===== src/rtl/ping_pong_monitor_if.sv =====
// Sample stream from a ping-pong counter: one advance strobe with value and direction.
interface ping_pong_monitor_if #(parameter int W = 4);
  logic         in_valid;
  logic [W-1:0] in_cnt;
  logic         in_dir;

  modport master (output in_valid, in_cnt, in_dir);
  modport slave  (input  in_valid, in_cnt, in_dir);
endinterface


===== src/rtl/ping_pong_monitor.sv =====
// Receive-side checker for a ping-pong counter stream: locks on, counts bounces/flips, flags faults.
// Optional PPM_FLIP_CNT_EN adds a saturating flip_cnt output.
module ping_pong_monitor #(
  parameter int W  = 4,
  parameter int CW = 8
) (
  input  logic                 clk,
  input  logic                 rst_n,
  ping_pong_monitor_if.slave   s,
  input  logic [W-1:0]         max,
  input  logic [W-1:0]         min,
  input  logic                 clr_err,
  output logic                 locked,
  output logic                 flip_det,
  output logic [CW-1:0]        bounce_cnt,
  output logic                 err,
  output logic [1:0]           err_code
`ifdef PPM_FLIP_CNT_EN
  ,
  output logic [CW-1:0]        flip_cnt
`endif
);

  typedef enum logic [1:0] {UNLOCKED, LOCKED, FAULT} state_t;

  localparam logic [1:0] E_NONE  = 2'b00;
  localparam logic [1:0] E_RANGE = 2'b01;
  localparam logic [1:0] E_STEP  = 2'b10;
  localparam logic [1:0] E_DIR   = 2'b11;

  state_t        state, state_nxt;
  logic [W-1:0]  prev_cnt, prev_cnt_nxt;
  logic          prev_dir, prev_dir_nxt;
  logic          flip_nxt, err_nxt, bounce_inc, bounce_clr;
  logic [1:0]    code_nxt;

  logic [W-1:0]  step;
  logic          cfg_ok, in_range, step_up, step_dn, req_dir, at_bnd, prev_at_bnd;

  assign step        = s.in_cnt - prev_cnt;
  assign cfg_ok      = max > min;
  assign in_range    = (s.in_cnt >= min) && (s.in_cnt <= max);
  assign step_up     = step == W'(1);
  assign step_dn     = step == '1;
  assign at_bnd      = (s.in_cnt == max) || (s.in_cnt == min);
  assign prev_at_bnd = (prev_cnt == max) || (prev_cnt == min);
  // Direction the counter must report after this advance.
  assign req_dir     = (s.in_cnt == max) ? 1'b1 :
                       (s.in_cnt == min) ? 1'b0 : step_dn;

  always_comb begin
    state_nxt    = state;
    prev_cnt_nxt = prev_cnt;
    prev_dir_nxt = prev_dir;
    flip_nxt     = 1'b0;
    err_nxt      = err;
    code_nxt     = err_code;
    bounce_inc   = 1'b0;
    bounce_clr   = 1'b0;
    if (clr_err) begin
      // Clear beats any sample arriving in the same cycle.
      bounce_clr = 1'b1;
      if (state == FAULT) begin
        state_nxt = UNLOCKED;
        err_nxt   = 1'b0;
        code_nxt  = E_NONE;
      end
    end else if (s.in_valid) begin
      unique case (state)
        UNLOCKED: if (cfg_ok && in_range) begin
          state_nxt    = LOCKED;
          prev_cnt_nxt = s.in_cnt;
          prev_dir_nxt = s.in_dir;
        end
        LOCKED: begin
          if (!in_range) begin
            state_nxt = FAULT; err_nxt = 1'b1; code_nxt = E_RANGE;
          end else if (!step_up && !step_dn) begin
            state_nxt = FAULT; err_nxt = 1'b1; code_nxt = E_STEP;
          end else if (s.in_dir != req_dir) begin
            state_nxt = FAULT; err_nxt = 1'b1; code_nxt = E_DIR;
          end else begin
            prev_cnt_nxt = s.in_cnt;
            prev_dir_nxt = s.in_dir;
            bounce_inc   = at_bnd;
            // Reversal away from a boundary is a flip; at a boundary it is a bounce.
            flip_nxt     = (prev_dir ? step_up : step_dn) && !prev_at_bnd;
          end
        end
        default: ;
      endcase
    end
  end

  always_ff @(posedge clk or negedge rst_n) begin
    if (!rst_n) begin
      state      <= UNLOCKED;
      prev_cnt   <= '0;
      prev_dir   <= 1'b0;
      locked     <= 1'b0;
      flip_det   <= 1'b0;
      bounce_cnt <= '0;
      err        <= 1'b0;
      err_code   <= E_NONE;
`ifdef PPM_FLIP_CNT_EN
      flip_cnt   <= '0;
`endif
    end else begin
      state    <= state_nxt;
      prev_cnt <= prev_cnt_nxt;
      prev_dir <= prev_dir_nxt;
      locked   <= state_nxt == LOCKED;
      flip_det <= flip_nxt;
      err      <= err_nxt;
      err_code <= code_nxt;
      if (bounce_clr)                         bounce_cnt <= '0;
      else if (bounce_inc && bounce_cnt != '1) bounce_cnt <= bounce_cnt + 1'b1;
`ifdef PPM_FLIP_CNT_EN
      if (bounce_clr)                         flip_cnt <= '0;
      else if (flip_nxt && flip_cnt != '1)     flip_cnt <= flip_cnt + 1'b1;
`endif
    end
  end

endmodule

===== src/flat_wrapper.sv =====
// flat-port wrapper written by rule: the top's interface ports become plain ports
module ping_pong_monitor_flat 
#(
  parameter int W  = 4,
  parameter int CW = 8
)
  (clk, rst_n, max, min, clr_err, locked, flip_det, bounce_cnt, err, err_code, s_in_valid, s_in_cnt, s_in_dir);
  ping_pong_monitor_if #(.W(W)) s_i ();
  input  logic clk;
  input  logic rst_n;
  input  logic [W-1:0] max;
  input  logic [W-1:0] min;
  input  logic clr_err;
  output logic locked;
  output logic flip_det;
  output logic [CW-1:0] bounce_cnt;
  output logic err;
  output logic [1:0] err_code;
  input wire logic [$bits(s_i.in_valid)-1:0] s_in_valid;
  input wire logic [$bits(s_i.in_cnt)-1:0] s_in_cnt;
  input wire logic [$bits(s_i.in_dir)-1:0] s_in_dir;
  assign s_i.in_valid = s_in_valid;
  assign s_i.in_cnt = s_in_cnt;
  assign s_i.in_dir = s_in_dir;
  ping_pong_monitor #(.W(W), .CW(CW)) u_core (.clk(clk), .rst_n(rst_n), .s(s_i), .max(max), .min(min), .clr_err(clr_err), .locked(locked), .flip_det(flip_det), .bounce_cnt(bounce_cnt), .err(err), .err_code(err_code));
endmodule

===== config.mk =====
export PLATFORM = sky130hd
export DESIGN_NAME = ping_pong_monitor_flat
export DESIGN_NICKNAME = d
export VERILOG_FILES = /design/src/rtl/ping_pong_monitor_if.sv /design/src/rtl/ping_pong_monitor.sv /design/src/flat_wrapper.sv
export SDC_FILE = /design/constraint.sdc
export NUM_CORES = 1
export LEC_CHECK = 0
export CORE_MARGIN = 5
export CORE_UTILIZATION = 35
export CTS_CLUSTER_DIAMETER = 80
export DETAILED_ROUTE_END_ITERATION = 7
export HOLD_SLACK_MARGIN = 0.08
export PLACE_DENSITY_LB_ADDON = 0.3
export RECOVER_POWER = 50
export SETUP_SLACK_MARGIN = 0.1
export SLEW_MARGIN = 20
export SYNTH_ARGS = -nofsm -noshare
export SYNTH_HDL_FRONTEND = slang
export SYNTH_SLANG_ARGS = --single-unit

===== constraint.sdc =====
create_clock -name clk -period 3.4 [get_ports clk]
set_input_delay 0.34 -clock clk [delete_from_list [all_inputs] [get_ports clk]]
set_output_delay 0.34 -clock clk [all_outputs]
set_load 0.01 [all_outputs]

==> flow_summary.toml, run 1 <==
[timing]
clock_skew_ns = 0.00439
min_period_ns = 2.96
postLayoutSetupSlackWorst_ns = 0.443
fin_crit_sh_pct = 87.0
slew_violations = 0
hold_viol = 0
grt_setup_unrepaired = "false"
fin_tns_setup_ns = 0
finalSetupViolations = 0
worst_pin_slew_ns = 1.11
timing.slew.headroom_pct = 25.7
fmax_mhz = 338

[global_routing]
grt_max_degree = 21
grt_use_total_pct = 14.7
first_global_vias = 1747
grt_pass1_wl_mm = 8.69
grt-ovfl-total = 0
antenna_found_initial = 0

[hold_path]
hold_class = "flip-flop to flip-flop"

[routing]
wl_mm = 5.18
wl_per_cell_um = 15.8
drc = 0
drtIter0Drc = 163
dr.pass1.iters = 4
ant_nets = 0
vias_per_cell = 5.52
vias = 1809

[synth]
ys_dominant_reg_cell = "dfrtp_1"
ys_seq_area_share_pct = 25.8
async_flop_share_pct = 100
yosysWarningCount = 0
synth.most_common_cell = "dfrtp_1"
synth_enable_flop_cells = 0
synthTopCellsByCount = "dfrtp_1, inv_1, ha_1"
netlist_top_cells_area = "dfrtp_1, ha_1, nand4_1"
yosysTopAreaCell = "dfrtp_1"
netlist.area_leader.share_pct = 25.8
syn-num-nets = 253
avgSynthCellArea_um2 = 8.87
synth_seq_cells = 20
netlist_area_um2 = 1940
synth_cell_types = 58
synthCells = 219

[worst_setup_path]
crit_chain = "clkdlybuf4s50_1 > inv_1 > ha_1 > inv_1 > fa_1 > xor2_2 > nand2_2 > nor4_2 > nor2_2 > nor4_2 > mux2_1"
cpMaxStageDelayCell = "clkdlybuf4s50_1"
cp-start-kind = "input pin"
timing.critical_path.arrival_ns = 3.10
cp-end-kind = "flip-flop"
path_max_fanout = 8
path_class = "input pin to flip-flop"
cpPeakStageDelay_ns = 0.44
crit_required_ns = 3.54

[floorplan]
fp.dieH_um = 84.5
start_util_pct = 35.7
ios = 30
core_area_um2 = 5440
num_rows = 27
die_w_um = 84.5
die_area_um2 = 7140

[layout]
postLayoutCoreUtil_pct = 44.7
layout-drive-gt1-share_pct = 12.1
diodes = 0
syn2layout_area_growth_pct = 25.2
design_area_um2 = 2430
fin_nets = 291

[pwr]
p_int_uw = 574
power_switching_uw = 294
p_seq_share_pct = 33.7
p_clk_share_pct = 28.0
max-vdd-ir-drop_uv = 449
p_leak_uw = 0.00109
p_comb_share_pct = 38.3
power_density_nw_per_um2 = 357
power.share.switching_pct = 33.9

[placement]
dp_slack_ns = 0.187
numPortBuffers = 29
hpwl_mm = 4.13
routabilityCongestion = 0.914
placed_area_um2 = 2360

[clocking]
insertion_delay_ns = 0.26
cts_setup_buffers = 0
clkSinkCount = 20
cts_buffers = 3
htreeDepth = 1
clk_pin_slew_ns = 0.08
cts_root_buf = "clkbuf_8"
cts_tree = "yes"
cts_buffer_depth = 2

[flow_run]
drv_cap = 0

[status]
status = "complete, no violations"
-- flip-flops by register name, summed over array words and instances (netlist names) --
register	cells
u_core.bounce_cnt	8
u_core.flip_det	1
u_core.locked	1
u_core.state	2
u_core.err_code	2
u_core.prev_cnt	4
u_core.prev_dir	1
u_core.err	1
-- critical path, delay by kind of cell --
| kind | cells | cell delay (ns) |
|---|---|---|
| xor gates and xnor gates | 1 | 0.40 |
| adders and majority gates | 2 | 0.57 |
| buffers and inverters | 3 | 0.59 |
| muxes | 1 | 0.35 |
| and+or+nand+nor | 4 | 0.86 |
-- routing by layer --
metal	share of wire, %	track usage (%)	vias up
met5	0	0	-
met2	45	22.5	51
li1	-	-	895
met4	1.7	3.60	0
met1	48	21.4	853
met3	4.7	2.45	10
-- metrics by stage --
stage / power (uW) / hold slack [ns] / cells
floorplan: 497 / 0.0444 / 219
global placement: 635 / 0.468 / 323
detailed placement: 637 / 0.469 / 323
CTS: 882 / 0.494 / 327
global route: 927 / 0.547 / 328
finish: 868 / 0.485 / 328
-- cell families after synthesis --
logic type,Yosys count,share of synthesized area [%]
XOR/XNOR,11,5.73
adder cells (fa/ha/maj),17,11.3
AND/OR/NAND/NOR,95,30.3
AO/OA/AOI/OAI,46,18.1
multiplexers,6,3.48
flip-flops,20,25.8
buffers and inverters,24,5.34
-- power by group through the flow --
stage	Clock, uW	Combinational (uW)	Sequential (uW)
final	243	333	293
after global routing	260	368	299
after CTS	247	341	294
after detailed placement	0	338	299
after global placement	0	336	299
after floorplan	0	192	305
-- area by class of cell --
cell class                      count  area (um2)
Tap cell                           72        90.1
Clock inverter                      1        30.0
Multi-Input combinational cell    175        1340
Inverter                           17        63.8
Clock buffer                        3        41.3
Sequential cell                    20         500
Fill cell                         519        3010
Timing Repair Buffer               40         369
-- final timing paths --
kind,from,end,slack (ns),cells past startpoint
max in group asynchronous,rst_n,u_core.bounce_cnt[2],1.92,2
min in group asynchronous,rst_n,u_core.bounce_cnt[5],0.81,2
worst max-delay path,s_in_cnt[0],u_core.bounce_cnt[6],0.44,11
worst max register to register,u_core.prev_cnt[0],u_core.bounce_cnt[6],0.52,9
worst min-delay path,u_core.err,u_core.err,0.48,1
worst min register to register,u_core.err,u_core.err,0.48,1
-- cells in the final DEF (no fill, tap or decap), drive strengths merged, types with 5 or more instances in the layout --
master	instances
xnor2	9
a21oi	13
clkdlybuf4s50	22
inv	17
nand2	16
and2	7
buf	10
ha	16
dlygate4sd3	7
nor3	5
nand4	15
and3	6
nand3	12
nor2b	7
a221oi	5
nor2	8
dfrtp	20
o21ai	6
-- repair_timing --
action / 4_1_cts / 5_1_grt
hold buffers: 0 / 1
gates resized for setup: 0 / 0
hold endpoints to repair: 0 / 20
endpoints found under the setup margin: 0 / 0
Power figures use the tool's default switching activity.
==> run 2, diff against run 1 <==
--- a/config.mk
+++ b/config.mk
@@ -7,6 +7,7 @@
 export LEC_CHECK = 0
 export CORE_MARGIN = 5
 export CORE_UTILIZATION = 35
+export CTS_BUF_LIST = sky130_fd_sc_hd__clkbuf_2 sky130_fd_sc_hd__clkbuf_4 sky130_fd_sc_hd__clkbuf_8
 export CTS_CLUSTER_DIAMETER = 80
 export DETAILED_ROUTE_END_ITERATION = 7
 export HOLD_SLACK_MARGIN = 0.08
==> results of run 2 <==
The final DEF is identical to that of run 1; final timing and power are the same.
==> run 3, diff against run 2 <==
--- a/config.mk
+++ b/config.mk
@@ -10,11 +10,11 @@
 export CTS_BUF_LIST = sky130_fd_sc_hd__clkbuf_2 sky130_fd_sc_hd__clkbuf_4 sky130_fd_sc_hd__clkbuf_8
 export CTS_CLUSTER_DIAMETER = 80
 export DETAILED_ROUTE_END_ITERATION = 7
+export GPL_TIMING_DRIVEN = 0
 export HOLD_SLACK_MARGIN = 0.08
 export PLACE_DENSITY_LB_ADDON = 0.3
 export RECOVER_POWER = 50
 export SETUP_SLACK_MARGIN = 0.1
-export SLEW_MARGIN = 20
 export SYNTH_ARGS = -nofsm -noshare
 export SYNTH_HDL_FRONTEND = slang
 export SYNTH_SLANG_ARGS = --single-unit
==> run 3 against run 2 <==
Effect of this change:
- maximum frequency shrank 3.8%
- combinational power down 4%
- global-route usage is 0.42 points higher
- final area down 1.4%
- largest cell class unchanged
- clock-buffer cell count did not move
==> flow_summary.toml, run 3 (synthesis results as in run 1) <==
[routing]
dr.pass1.iters = 4
vias = 1797
drc = 0
vias_per_cell = 5.55
wl_mm = 5.13
wl_per_cell_um = 15.8
ant_nets = 0
drtIter0Drc = 102

[floorplan]
ios = 30
fp.dieH_um = 84.5
die_area_um2 = 7140
num_rows = 27
die_w_um = 84.5
start_util_pct = 35.7
core_area_um2 = 5440

[clocking]
cts_resized = 0
cts_buffer_depth = 2
insertion_delay_ns = 0.26
cts_root_buf = "clkbuf_8"
cts_setup_buffers = 0
clk_pin_slew_ns = 0.08
clkSinkCount = 20
cts_hold_buf = 0
cts_tree = "yes"
cts_buffers = 3
htreeDepth = 1

[layout]
syn2layout_area_growth_pct = 23.5
fillers = 550
reg.largest.list = "u_core.bounce_cnt x8, u_core.prev_cnt x4"
stdcell_count = 324
layout-drive-gt1-share_pct = 11.1
design_area_um2 = 2400
largest_register_ffs = 8
fin_nets = 287
diodes = 0
largest_register = "u_core.bounce_cnt"
layout_commonest_cell = "clkdlybuf4s50_1"
mostFrequentLayoutCells = "clkdlybuf4s50_1, dfrtp_1, inv_1, ha_1, nand2_1"

[pwr]
power_density_nw_per_um2 = 356
max-vdd-ir-drop_uv = 204
power.share.switching_pct = 33.9
p_clk_share_pct = 28.4
power_switching_uw = 290
p_leak_uw = 0.00106
p_seq_share_pct = 34.1
p_comb_share_pct = 37.4
p_int_uw = 565
design_power_total_uw = 855

[worst_setup_path]
path_max_fanout = 10
cp-end-kind = "flip-flop"
cp-start-kind = "input pin"
crit_required_ns = 3.55
timing.critical_path.arrival_ns = 3.22
path_class = "input pin to flip-flop"

[global_routing]
grt_pass1_wl_mm = 8.96
grt-ovfl-total = 0
grt_max_degree = 21
first_global_vias = 1883
grt_use_total_pct = 15.1
antenna_found_initial = 0

[timing]
timing.slew.headroom_pct = 33.2
fin_crit_sh_pct = 90.4
fin_tns_setup_ns = 0
fin_hold_ws_ns = 0.483
fmax_mhz = 325
grt_setup_unrepaired = "false"
hold_viol = 0
worst_pin_slew_ns = 0.994
finalSetupViolations = 0
slew_violations = 0
min_period_ns = 3.07
clock_skew_ns = 0.00382

[placement]
routabilityCongestion = 0.888
place_inst = 320
hpwl_mm = 3.97
placed_area_um2 = 2320
numPortBuffers = 29

[status]
status = "complete, no violations"

[hold_path]
hold_class = "flip-flop to flip-flop"

[flow_run]
drv_cap = 0
run 3: final timing paths:
path | startpoint | to | slack, ns | cells past startpoint
worst max-delay path | s_in_cnt[0] | u_core.bounce_cnt[6] | 0.33 | 12
worst min-delay path | u_core.err | u_core.err | 0.48 | 1
worst max register to register | u_core.prev_cnt[0] | u_core.bounce_cnt[6] | 0.47 | 10
worst min register to register | u_core.err | u_core.err | 0.48 | 1
max in group asynchronous | rst_n | u_core.bounce_cnt[1] | 2.15 | 1
min in group asynchronous | rst_n | u_core.bounce_cnt[6] | 0.67 | 1
run 3: final cells by class:
| type | instances | area, um2 | share of cell area (%) |
|---|---|---|---|
| Multi-Input combinational cell | 175 | 1340 | 56.0 |
| Sequential cell | 20 | 500 | 20.9 |
| Timing Repair Buffer | 29 | 290 | 12.1 |
| Tap cell | 72 | 90.1 | 3.75 |
| Inverter | 17 | 63.8 | 2.66 |
| Clock buffer | 3 | 41.3 | 1.72 |
| Buffer | 7 | 40.0 | 1.67 |
| Clock inverter | 1 | 30.0 | 1.25 |
run 3: metal layers:
metal	share of wire, %	track usage, %	vias to the layer above
li1	-	-	890
met1	48	21.2	848
met2	46	23.3	51
met3	4.6	2.75	8
met4	1.4	5.04	0
met5	0	0	-
run 3: through the flow:
stage	worst slack [ns]	utilization, %
final	0.326	44.1
after global routing	0.150	44.1
after CTS	0.230	44.0
after detailed placement	-0.0409	42.7
after global placement	-0.0447	42.7
after floorplan	0.740	-
run 3: power groups by stage:
stage               sequential, uW  clock [uW]  combinational [uW]
floorplan                      305           0                 192
global placement               297           0                 323
detailed placement             297           0                 326
CTS                            293         251                 329
global route                   297         263                 359
finish                         292         243                 320
run 3: worst max-delay path: stages:
cell and delay [ns]:
clkdlybuf4s50_1 0.46, inv_2 0.12, ha_1 0.20, inv_1 0.06
fa_2 0.61, nor2b_2 0.20, nand2_1 0.06, a21oi_1 0.15
nand3_1 0.12, buf_2 0.21, nor4_2 0.33, mux2_1 0.35
